## src/rtl/zeta_sched.sv

```systemverilog
// NTT butterfly scheduler: walks the forward or inverse Cooley-Tukey/Gentleman-Sande
// layer order and streams (idx_a, idx_b, zeta, layer, last) per butterfly.
module zeta_sched #(
  parameter int N       = 256,
  parameter int WIDTH   = 16,
  parameter int MIN_LEN = 2
) (
  input  logic                            clk,
  input  logic                            rst,
  input  logic                            start,
  input  logic                            mode,
  input  logic                            abort,
  output logic                            busy,
  output logic                            done,
  output logic                            out_valid,
  input  logic                            out_ready,
  output logic [$clog2(N)-1:0]            idx_a,
  output logic [$clog2(N)-1:0]            idx_b,
  output logic signed [WIDTH-1:0]         zeta,
  output logic [$clog2($clog2(N)):0]      layer,
  output logic                            last,
  output logic [1:0]                      dbg_state
);

  localparam int AW = $clog2(N);
  localparam int LW = $clog2(AW) + 1;

  // Kyber zeta table in centred Montgomery form, indexed by bit-reversed k.
  localparam logic signed [15:0] KYBER_ZETAS [0:127] = '{
    -16'sd1044,  -16'sd758,  -16'sd359, -16'sd1517,  16'sd1493,  16'sd1422,   16'sd287,   16'sd202,
     -16'sd171,   16'sd622,  16'sd1577,   16'sd182,   16'sd962, -16'sd1202, -16'sd1474,  16'sd1468,
      16'sd573, -16'sd1325,   16'sd264,   16'sd383,  -16'sd829,  16'sd1458, -16'sd1602,  -16'sd130,
     -16'sd681,  16'sd1017,   16'sd732,   16'sd608, -16'sd1542,   16'sd411,  -16'sd205, -16'sd1571,
     16'sd1223,   16'sd652,  -16'sd552,  16'sd1015, -16'sd1293,  16'sd1491,  -16'sd282, -16'sd1544,
      16'sd516,    -16'sd8,  -16'sd320,  -16'sd666, -16'sd1618, -16'sd1162,   16'sd126,  16'sd1469,
     -16'sd853,   -16'sd90,  -16'sd271,   16'sd830,   16'sd107, -16'sd1421,  -16'sd247,  -16'sd951,
     -16'sd398,   16'sd961, -16'sd1508,  -16'sd725,   16'sd448, -16'sd1065,   16'sd677, -16'sd1275,
    -16'sd1103,   16'sd430,   16'sd555,   16'sd843, -16'sd1251,   16'sd871,  16'sd1550,   16'sd105,
      16'sd422,   16'sd587,   16'sd177,  -16'sd235,  -16'sd291,  -16'sd460,  16'sd1574,  16'sd1653,
     -16'sd246,   16'sd778,  16'sd1159,  -16'sd147,  -16'sd777,  16'sd1483,  -16'sd602,  16'sd1119,
    -16'sd1590,   16'sd644,  -16'sd872,   16'sd349,   16'sd418,   16'sd329,  -16'sd156,   -16'sd75,
      16'sd817,  16'sd1097,   16'sd603,   16'sd610,  16'sd1322, -16'sd1285, -16'sd1465,   16'sd384,
    -16'sd1215,  -16'sd136,  16'sd1218, -16'sd1335,  -16'sd874,   16'sd220, -16'sd1187, -16'sd1659,
    -16'sd1185, -16'sd1530, -16'sd1278,   16'sd794, -16'sd1510,  -16'sd854,  -16'sd870,   16'sd478,
     -16'sd108,  -16'sd308,   16'sd996,   16'sd991,   16'sd958, -16'sd1460,  16'sd1522,  16'sd1628
  };

  typedef enum logic [1:0] {IDLE, FETCH, EMIT, DONE} state_t;

  state_t                  state_q, state_d;
  logic                    mode_q;
  logic [AW-1:0]           len_q, base_q, j_q, k_q;
  logic [LW-1:0]           layer_q;
  logic signed [WIDTH-1:0] zeta_q;

  logic [AW:0]             base_next;
  logic [6:0]              rom_addr;
  logic                    xfer, grp_end, layer_end, fin;

  // Handshake: a butterfly transfers on a rising edge where out_valid & out_ready;
  // while out_valid & !out_ready every output holds. abort withdraws out_valid
  // in the same cycle, so it always wins over a pending transfer.
  assign xfer      = out_valid & out_ready;
  assign base_next = {1'b0, base_q} + ({1'b0, len_q} << 1);
  assign grp_end   = (j_q == len_q - AW'(1));
  assign layer_end = grp_end & (base_next == (AW+1)'(N));
  assign fin       = layer_end & (mode_q ? (len_q == AW'(N/2)) : (len_q == AW'(MIN_LEN)));
  assign rom_addr  = 7'(k_q);

  assign idx_a     = base_q + j_q;
  assign idx_b     = base_q + j_q + len_q;
  assign zeta      = zeta_q;
  assign layer     = layer_q;
  assign dbg_state = state_q;

  always_ff @(posedge clk or posedge rst) begin
    if (rst) state_q <= IDLE;
    else     state_q <= state_d;
  end

  always_comb begin
    state_d   = state_q;
    busy      = (state_q != IDLE);
    done      = (state_q == DONE) & ~abort;
    out_valid = (state_q == EMIT) & ~abort;
    last      = (state_q == EMIT) & ~abort & fin;
    case (state_q)
      IDLE:    if (start) state_d = FETCH;
      FETCH:   state_d = EMIT;
      EMIT: begin
        if (xfer && fin)          state_d = DONE;
        else if (xfer && grp_end) state_d = FETCH;
      end
      DONE:    state_d = IDLE;
      default: state_d = IDLE;
    endcase
    if (abort) state_d = IDLE;
  end

  always_ff @(posedge clk or posedge rst) begin
    if (rst) begin
      mode_q  <= 1'b0;
      len_q   <= '0;
      base_q  <= '0;
      j_q     <= '0;
      k_q     <= '0;
      layer_q <= '0;
      zeta_q  <= '0;
    end else begin
      case (state_q)
        IDLE: if (start && !abort) begin
          mode_q  <= mode;
          len_q   <= mode ? AW'(MIN_LEN) : AW'(N/2);
          base_q  <= '0;
          j_q     <= '0;
          k_q     <= mode ? AW'(N/2 - 1) : AW'(1);
          layer_q <= '0;
        end
        FETCH: if (!abort) zeta_q <= WIDTH'(KYBER_ZETAS[rom_addr]);
        EMIT: if (xfer) begin
          if (!grp_end) begin
            j_q <= j_q + AW'(1);
          end else if (!fin) begin
            // Final butterfly leaves k/len/layer untouched so k never leaves [1, N/2-1].
            j_q <= '0;
            k_q <= mode_q ? k_q - AW'(1) : k_q + AW'(1);
            if (layer_end) begin
              base_q  <= '0;
              layer_q <= layer_q + LW'(1);
              len_q   <= mode_q ? (len_q << 1) : (len_q >> 1);
            end else begin
              base_q  <= base_next[AW-1:0];
            end
          end
        end
        default: ;
      endcase
    end
  end

endmodule

```

## config.mk

```make
export PLATFORM = sky130hd
export DESIGN_NAME = zeta_sched
export DESIGN_NICKNAME = d
export VERILOG_FILES = /design/src/rtl/zeta_sched.sv
export SDC_FILE = /design/constraint.sdc
export NUM_CORES = 1
export LEC_CHECK = 0
export CAP_MARGIN = 20
export CORE_MARGIN = 3
export CORE_UTILIZATION = 49
export DETAILED_ROUTE_END_ITERATION = 6
export PLACE_DENSITY = 0.67
export SETUP_SLACK_MARGIN = 0.2
export SLEW_MARGIN = 20
export SYNTH_ARGS = -nofsm -noshare
export SYNTH_HDL_FRONTEND = slang
export SYNTH_SLANG_ARGS = --single-unit
```

## constraint.sdc

```tcl
create_clock -name clk -period 4.6 [get_ports clk]
set_input_delay 0.92 -clock clk [delete_from_list [all_inputs] [get_ports clk]]
set_output_delay 0.92 -clock clk [all_outputs]
set_load 0.05 [all_outputs]
```

# Word level (Yosys, flattened, before mapping)
# Memories as Yosys holds them, arrays and structs flattened. A register that Yosys moved wholly into a read port is not among the register bits.
# Cells that the tools add are included.
word_totals:
  rom_bits: 2048
  output_inout_bits: 42
  n_memories: 1
  word_cells: 89
  inputBits: 6
  regBits: 39
mem_list:
  columns: ["name", "words", "word_bits", "rd", "rd_clocked_by_memory_dff", "wr", "line", "source"]
  rows:
  - ["(name not given)", 128, 16, 1, 1, 0, "119", "FETCH: if (!abort) zeta_q <= WIDTH'(KYBER_ZETAS[rom_addr]);"]
op_classes:
  bitwise: 8
  n_reduce_logical: 13
  n_addsub: 8
  eq_ne: 15
  muxes: 37
op_table:
  columns: ["operator", "n"]
  rows:
  - ["two-way mux 8 bit", 20]
  - ["case mux 8 bit (2 select lines)", 4]
  - ["two-way mux 4 bit", 5]
  - ["adder 8 x 1 -> 8 bit (second input constant)", 2]
  - ["adder 8 bit", 2]
  - ["subtractor 8 x 1 -> 8 bit (second input constant)", 2]
  - ["inequality test 2 bit (second input constant)", 5]
  - ["adder 8 x 9 -> 9 bit", 1]
  - ["== test 9 bit (second input constant)", 1]
  - ["== test 8 x 2 -> 1 bit (second input constant)", 1]
  - ["== test 8 bit", 1]
  - ["== test 8 bit (second input constant)", 1]
  - ["two-way mux 2 bit", 4]
  - ["inverter 7 -> 8 bit", 1]
  - ["case mux 2 bit (4 select lines)", 1]
  - ["case mux 4 bit (2 select lines)", 1]
  - ["two-way mux 7 bit", 1]
  - ["AND 1 bit", 6]
  - ["inequality test 3 bit (second input constant)", 2]
  - ["AND reduction 2 bit", 3]
  - ["AND reduction 6 bit", 1]
  - ["AND reduction 5 bit", 1]
  - ["adder 4 x 1 -> 4 bit (second input constant)", 1]
  - ["== test 2 bit (second input constant)", 2]
  - ["9 further kinds", 12]

# Longest topological paths before layout
logic_depth:
  word_depth: 8
  ltp_mapped: 12
  mapped_depth_nobuf: 12

# Worst setup path after synthesis
# No wires, ideal clock.
synth_path:
  path_kind: "register to output"
  start: "register j_q[1]"
  end: "output port idx_b[7]"
  path_stages_with_launch: 13
  t_required_ps: 3680
  setup_slack_ps: -35
  arrival_ps: 3715
  path_buffers: 0
  path_cell_list: "dfrtp_1 -> inv_1 -> fa_1 -> nor2b_1 -> o21ai_0 -> nand2b_1 -> a21o_1 -> a21oi_1 -> xnor2_1 -> ha_1 -> a21oi_1 -> o21ai_0 -> xnor2_1"
synth_via:
  elab_chain_len: 2
synth_lines:
  columns: ["element", "line", "source"]
  rows:
  - ["from (decl)", "52", "logic [AW-1:0] len_q, base_q, j_q, k_q;"]
  - ["from (signal assigned)", "122", "j_q <= j_q + AW'(1);"]
  - ["adder 8 bit", null, null]
  - ["named net idx_a[6]", "17", "output logic [$clog2(N)-1:0] idx_a,"]
  - ["adder 8 bit", "71", "assign idx_b = base_q + j_q + len_q;"]
  - ["to (decl)", "18", "output logic [$clog2(N)-1:0] idx_b,"]
# The timed path passes the listed nets, and every way through them passes these cells.

# Final worst setup path
layout_path:
  start: "register j_q[1]"
  end: "output port idx_b[5]"
layout_via:
  elab_chain_len: 2
layout_lines:
  columns: ["element", "line"]
  rows:
  - ["adder 8 bit (2 in a row)", "71"]
# Every way passes these cells.

==> summary.md <==
Of all nets on the critical path, the largest fanout is 6. The final critical-path required period is 4.23 ns, and the routed wirelength normalized by instance count is 19.9 um. Insertion delay to the later sink of the worst-skew pair: 0.30 ns.

After synthesis, the largest family of logic cells by area is compound AO/OA/AOI/OAI gates. The kind of cell with the highest combined delay along the critical path is buffers and inverters. Actual transition at the worst max-transition pin: 1.06 ns. For this design, the CTS-stage hold fixing added 0 buffers. Setup repair after global routing left no endpoint under its margin.

The first global-routing pass estimated 30,400 um of wire. The hold-critical path endpoint was zeta[7]. The share of the clock period used by the worst path after layout is 0.919, and the total power per unit cell area is 596 nW/um^2.

The number of clock buffers added by TritonCTS is 5. The async set-reset flop share out of synthesis came out at 1.00. The number of input and output port buffers inserted was 47; the global route total overflow was 0. In the routed layout, each cell is associated on average with a via count of 6.47.

Summed negative setup slack over all endpoints: 0 ns. The post-synthesis xor/xnor area fraction was 0.0507. Count of standard-cell rows: 39. Fill cells in the final layout number 1,124. VDD sags by at most 0.000642 V. Based on the critical path, the design can be clocked at up to 0.236 GHz. The capture instance of the worst register-to-register path was base_q[2]. Yosys printed 0 warnings.

The worst setup slack for register-to-register paths was 0.97 ns; the maximum count of clock buffers along a single path was 2. The total iterations of the first detailed-routing run was 6; the cell depth of the worst min-delay path was 2. The number of max-slew violations in the final report is 0, and the share of final-layout standard cells stronger than drive strength 1 is 0.0877. Of all cell types, the one taking the most synthesized area is sky130_fd_sc_hd__dfrtp_1. For this run, design rule violations remaining after detail routing come to 0.

The area fraction in compound gates after synthesis came out at 0.289. The signal on the critical path passes through inv_1 -> fa_1 -> inv_1 -> ha_1 -> a21o_1 -> a21oi_1 -> o21bai_1 -> a21oi_1 -> xnor2_1 -> clkdlybuf4s50_1. The required time reported for the critical path endpoint was 3.68 ns. Clock tree synthesis selected as its root buffer the cell sky130_fd_sc_hd__clkbuf_16. On the worst path, the slowest cell contributes a delay of 0.82 ns. The final clock skew came out at 0.00395 ns. The worst setup path is captured at an output pin.

Startpoint of the worst register-to-register path: len_q[0]. The post-synthesis share of cell area spent on full adders, half adders and majority gates is 0.112. Before CTS, the worst setup slack after placement is 0.515 ns. The run gives 11,800 sq um as the placeable core region.

The logs give 855 for the net count of the mapped netlist and 19,100 um for the total wirelength of the detailed-routed design. Counting instances in the post-synthesis netlist gives the leading cell types as 79 x sky130_fd_sc_hd__nand2_1, 77 x sky130_fd_sc_hd__o21ai_0, 74 x sky130_fd_sc_hd__a21oi_1, 50 x sky130_fd_sc_hd__nor2_1, 49 x sky130_fd_sc_hd__dfrtp_1. The post-synthesis average cell area was 7.59 sq um.

Among all cell types in the netlist, the one instantiated most often is sky130_fd_sc_hd__nand2_1. The area share of the largest cell type after synthesis is 0.203. The flow ran to the end, and the final reports show no timing, DRC or antenna violations. The tools report the number of nets with antenna violations after routing as 0. The number of sinks handled by clock tree synthesis came out at 49. For the worst slack on hold paths, the log shows 0.481 ns.

STA classifies the critical path startpoint as a register. TritonCTS built the clock tree. The cell area that synthesis handed to floorplanning was 6050 sq um.

Once routing completed, OpenROAD measured the worst setup slack at 0.371 ns. The first routing iteration left 815 violations. Counting flops and latches in the post-synthesis netlist gives 49. After detailed placement, the total cell area comes to 6590 sq um. Yosys mapped a number of flops with a built-in enable equal to 0. For this block, the via count after detailed routing is 6,223. Counting every instance in the synthesized netlist gives 797. The largest net degree at the start of global routing is 57. For the initial cell density of the core, the log shows 0.515. The power consumption was 4.03 mW. The final setup violation count is 0, and the horizontal die dimension is 117 um. The run gives 6770 sq um as the cell area after layout.

The slowest stage of the critical path is the sky130_fd_sc_hd__clkdlybuf4s50_1 cell. Measured in cells, the most critical reg-to-reg path has a length of 10. Counting buffers and inverters, the worst setup path is 10 cells deep.

After clock tree synthesis, the clock-pin slew on the worst setup and hold paths is 0.07 ns. The worst setup path is of the register to output pin kind. The worst slew margin relative to its limit is 0.292, and the routability-driven placement congestion ratio is 0.974. The final layout net count came out at 855. The share of the yosys chip area belonging to registers was 0.203.

The logs give 0 for the count of endpoints failing hold in the final timing report and 0 for the number of inserted diodes. The tools report the post-detailed-placement half-perimeter wirelength as 14,000 um. The initial antenna violation count came out at 0.

The logs give 962 for the filler-free cell count of the finished design and 0.285 for the global-route usage over all layers. The max-cap check violation count came out at 0. The via count of the first global-routing pass came out at 5,565. The netlist uses 72 different library cells. The area share of and/or/nand/nor cells after synthesis works out to 0.197. Most used flip-flop cell after synthesis: sky130_fd_sc_hd__dfrtp_1. Buffers added to address setup during post-CTS repair amount to 0. The leakage power figure was 2.86 nW.

The arrival time at the worst endpoint is 3.31 ns. The H-tree depth is 2. Worst hold path startpoint: zeta[7]. The path class of the lowest-slack min-delay path was register to register.

The area growth from synthesis to final layout came out at 11.8%. From bottom edge to top edge, the die measures 117 um. The die covers 13,700 sq um. In this run, placement finished with an instance count of 954. Yosys attributes the largest share of cell area to sky130_fd_sc_hd__dfrtp_1 20%, sky130_fd_sc_hd__ha_1 9.9%, sky130_fd_sc_hd__o21ai_0 6.4%, sky130_fd_sc_hd__a21oi_1 6.1%, sky130_fd_sc_hd__nand2_1 4.9%.

The run gives 0.575 as the fraction of the core area covered by cells at the end of the flow. Counting both buffers and inverters, the worst setup path holds a total of 3. The multiplexer share of the synthesized area works out to 0.0771. During I/O placement, the number of pins put on the boundary was 48.
-- cells by family (layout without fill, tap and decap cells) --
logic type | count (synthesis) | count (layout)
simple gates | 244 | 244
mux | 33 | 33
other cells | 1 | 1
xor+xnor | 35 | 35
fa+ha+maj | 52 | 52
compound gates | 279 | 279
flops | 49 | 49
buf+inv | 104 | 105
-- registers in the layout, indices dropped and copies added (netlist names) --
register and flops:
zeta 12, j_q 8, len_q 8, base_q 7, k_q 7, layer 4
dbg_state 2, mode_q 1
-- timing repair --
item	4_1_cts	5_1_grt
gates resized for setup	1	0
endpoints found under the hold margin	0	0
setup endpoints to repair	1	0
-- cell usage in the layout, fill, tap and decap left out, types with 7 or more instances in the layout --
master / n
sky130_fd_sc_hd__a31oi_1: 12
sky130_fd_sc_hd__nor4_1: 8
sky130_fd_sc_hd__o21ai_0: 77
sky130_fd_sc_hd__a21o_1: 13
sky130_fd_sc_hd__o21a_1: 7
sky130_fd_sc_hd__nand2_1: 79
sky130_fd_sc_hd__a21oi_1: 74
sky130_fd_sc_hd__nand3_1: 17
sky130_fd_sc_hd__dfrtp_1: 47
sky130_fd_sc_hd__mux4_2: 10
sky130_fd_sc_hd__ha_1: 48
sky130_fd_sc_hd__xor2_1: 13
sky130_fd_sc_hd__buf_4: 20
sky130_fd_sc_hd__nand2b_1: 14
sky130_fd_sc_hd__nor3_1: 19
sky130_fd_sc_hd__a211oi_1: 13
sky130_fd_sc_hd__xnor2_1: 19
sky130_fd_sc_hd__or3_1: 10
sky130_fd_sc_hd__or2_2: 7
sky130_fd_sc_hd__mux2i_1: 14
sky130_fd_sc_hd__nor2b_1: 13
sky130_fd_sc_hd__clkdlybuf4s50_1: 44
sky130_fd_sc_hd__nor2_1: 50
sky130_fd_sc_hd__o211ai_1: 18
sky130_fd_sc_hd__inv_1: 26
sky130_fd_sc_hd__mux2_2: 9
sky130_fd_sc_hd__o31ai_1: 10
-- tightest hold or removal path, stage by stage (launching register included) --
cell and delay (ns):
sky130_fd_sc_hd__dfrtp_1 0.34, sky130_fd_sc_hd__nand2_1 0.05, sky130_fd_sc_hd__o21ai_0 0.06
-- worst max-delay path by stage --
stage	slack, ns	endpoint	startpoint
finish	0.37	idx_b[5]	j_q[1]
global route	0.21	idx_b[5]	j_q[1]
CTS	0.34	idx_b[5]	j_q[1]
detailed placement	0.52	idx_b[6]	j_q[1]
global placement	0.59	idx_b[6]	j_q[1]
floorplan	0.31	idx_b[6]	j_q[1]
-- final cells by class --
class	instances	area, sq um	area share
Clock inverter	2	37.5	0.00555
Tap cell	164	205	0.0303
Inverter	31	116	0.0172
Multi-Input combinational cell	644	4420	0.653
Clock buffer	6	139	0.0205
Sequential cell	49	1230	0.182
Timing Repair Buffer	66	619	0.0915
-- power by group --
part           switching, mW  internal, mW  total (mW)
combinational           1.72          1.07        2.79
clock                  0.169         0.271       0.441
sequential             0.290         0.515       0.805
total                   2.17          1.86        4.03
-- routing by layer --
metal,track usage,routed length (um)
met1,0.426,8590
met2,0.410,8090
met3,0.0735,2080
met4,0.0665,360
met5,0,0
(Power assumes the default switching activity.)
==> RTL edit, RTL diff (same settings) <==
Make the reset (`rst`) synchronous in 2 clocked blocks.
--- a/src/rtl/zeta_sched.sv
+++ b/src/rtl/zeta_sched.sv
@@ -75,3 +75,3 @@
 
-  always_ff @(posedge clk or posedge rst) begin
+  always_ff @(posedge clk) begin
     if (rst) state_q <= IDLE;
@@ -99,3 +99,3 @@
 
-  always_ff @(posedge clk or posedge rst) begin
+  always_ff @(posedge clk) begin
     if (rst) begin
Check against the original RTL: differs if rst is asserted again (counterexample within 4 cycles, from zero or initial values and one cycle with rst high); with rst held inactive, the same outputs for 4 cycles.
==> RTL edit against the original RTL <==
  * Non-clock buffer count decreased by 2
  * Area after synthesis is 2.9% higher
  * Fmax grew 0.15%
  * Critical path depth shrank 1
  * Cell area grew 1.3%
  * Highest routed layer unchanged
  * Worst setup slack better by 0.0065 ns
  * Register-to-register slack got worse by 0.29 ns
  * Sequential cell count unchanged
  * Wire length rose by 6.6%
Power is not compared: it rests on default switching activity, and its combinational part moved more than twofold at a synthesized area within 25%.
==> RTL edit: results <==
group,metric,value,unit
drt,wl_per_cell,19.6,um
placed_design,dp_slack,0.456,ns
drt,avgViaCountPerCell,6.53,
clock_network,htreeDepth,2,
hold_path,min_to,"zeta[3]$_SDFFE_PP0P_",
placed_design,gp_congestion,0.967,
synthesis,synth_edf_count,0,
cells_and_area,nets,929,
timing,tightestPinTransition,0.794,ns
synthesis,synthTopCellsByArea,"dfxtp_1 (16%), ha_1 (9.7%), a21oi_1 (7.6%)",
synthesis,yosys_warnings,0,
hold_path,hold_depth,2,
synthesis,dominantRegCellSynth,"dfxtp_1",
placed_design,io_buffers,47,
pwr,peakVddDrop,0.000220,V
worst_setup_path,crit_fanout,12,
hold_path,hold_start,"zeta[3]$_SDFFE_PP0P_",
status,status,"completed",
clock_network,clockRootBuffer,"clkbuf_16",
global_routing,grt_use_total,28.3,%
global_routing,grt_max_degree,60,
global_routing,grt_pass1_vias,6276,
pwr,switching_share,39.4,%
global_routing,antenna_found_initial,0,
placed_design,dp_hpwl,14400,um
timing,fin_hold_ws,0.460,ns
cells_and_area,num_antenna_cells,0,
synthesis,synth_common_cells,"a21oi_1 (94), nand2_1 (80), nor2_1 (78), o21ai_0 (64), clkbuf_1 (54)",
drt,first_iter_violations,755,
worst_setup_path,startpoint_type,"flop",
cells_and_area,largest_reg_flops,12,
worst_setup_path,reg2reg_slack,0.68,ns
cells_and_area,layout-drive-gt1-share,7.22,%
drt,drtPass1Iterations,6,
clock_network,cts_made_buffers,5,
worst_setup_path,worstPathArrival,3.30,ns
worst_setup_path,r2r_end,"k_q[5]$_SDFFE_PP0P_",
synthesis,synth-async-reset-ratio,0,%
synthesis,syn-num-nets,937,
clock_network,cts_buffer_depth,2,
worst_setup_path,r2r_cells,10,
hold_path,holdCritPathClass,"flop to flop",
clock_network,clk_latency,0.30,ns
synthesis,synth_cell_types,76,
global_routing,grt_pass1_wl,32900,um
worst_setup_path,reg2reg_from,"len_q[2]$_SDFFE_PP0P_",
synthesis,ys_seq_area_share,15.8,%
timing,fin_skew,0.0114,ns
[RTL edit: worst max-delay path by stage]
stage | to | slack, ns | depth (start not counted)
2_1_floorplan | idx_b[7] | 0.23 | 8
3_3_place_gp | idx_b[7] | 0.51 | 11
3_5_place_dp | idx_b[7] | 0.46 | 11
4_1_cts | idx_b[6] | 0.27 | 8
5_1_grt | last | 0.24 | 9
6_report | last | 0.38 | 9
[RTL edit: worst max-delay path: stages, from the launching register on]
cell and delay (ns):
dfxtp_1 0.63, ha_1 0.38, and3_1 0.22, or3_4 0.38
a2111oi_4 0.36, o211ai_1 0.18, nor3_1 0.22, nand2_1 0.09
nor4b_2 0.29, buf_4 0.25
[RTL edit: routing by layer]
layer	up-vias	routed length [um]	GRT usage [%]
met1	3170	9270	40.9
li1	3221	-	-
met3	51	1760	5.79
met2	345	8810	42.2
met5	-	0	0
met4	0	533	8.62
[RTL edit: metrics by stage]
stage / cells / instance area [um^2] / util [%]
6_report: 1040 / 6860 / 56.2
5_1_grt: 1040 / 6860 / 56.2
4_1_cts: 1040 / 6860 / 56.1
3_5_place_dp: 1032 / 6690 / 54.8
3_3_place_gp: 1032 / 6690 / 54.8
2_1_floorplan: 879 / 6230 / -
[RTL edit: cell families after synthesis]
family                     count (synthesis)  share of synthesized area [%]
AOI/OAI and AO/OA                        316                           33.5
and+or+nand+nor                          300                           23.5
buffers and inverters                    107                           7.36
adders and majority gates                 52                           10.9
DFF                                       49                           15.8
xor gates and xnor gates                  31                           4.36
muxes                                     23                           4.54
other                                      1                         0.0603
[RTL edit: cell type report]
cell class	instances	area, um^2
Sequential cell	49	991
Multi-Input combinational cell	723	4790
Timing Repair Buffer	64	593
Tap cell	168	210
Clock buffer	6	129
Inverter	28	105
Fill cell	1232	5350
Clock inverter	2	38.8
[RTL edit: repair_timing]
item,in CTS,in global routing
endpoints found under the setup margin,1,3
gates resized for setup,1,4
setup buffers,0,0
pin swaps,0,0
[RTL edit: power groups by stage]
stage	Clock, W	Combinational [W]	Sequential, W
2_1_floorplan	0	0.000431	0.000469
3_3_place_gp	0	0.000567	0.000479
4_1_cts	0.000439	0.000573	0.000469
6_report	0.000434	0.000588	0.000470
3_5_place_dp	0	0.000571	0.000479
5_1_grt	0.000460	0.000639	0.000473
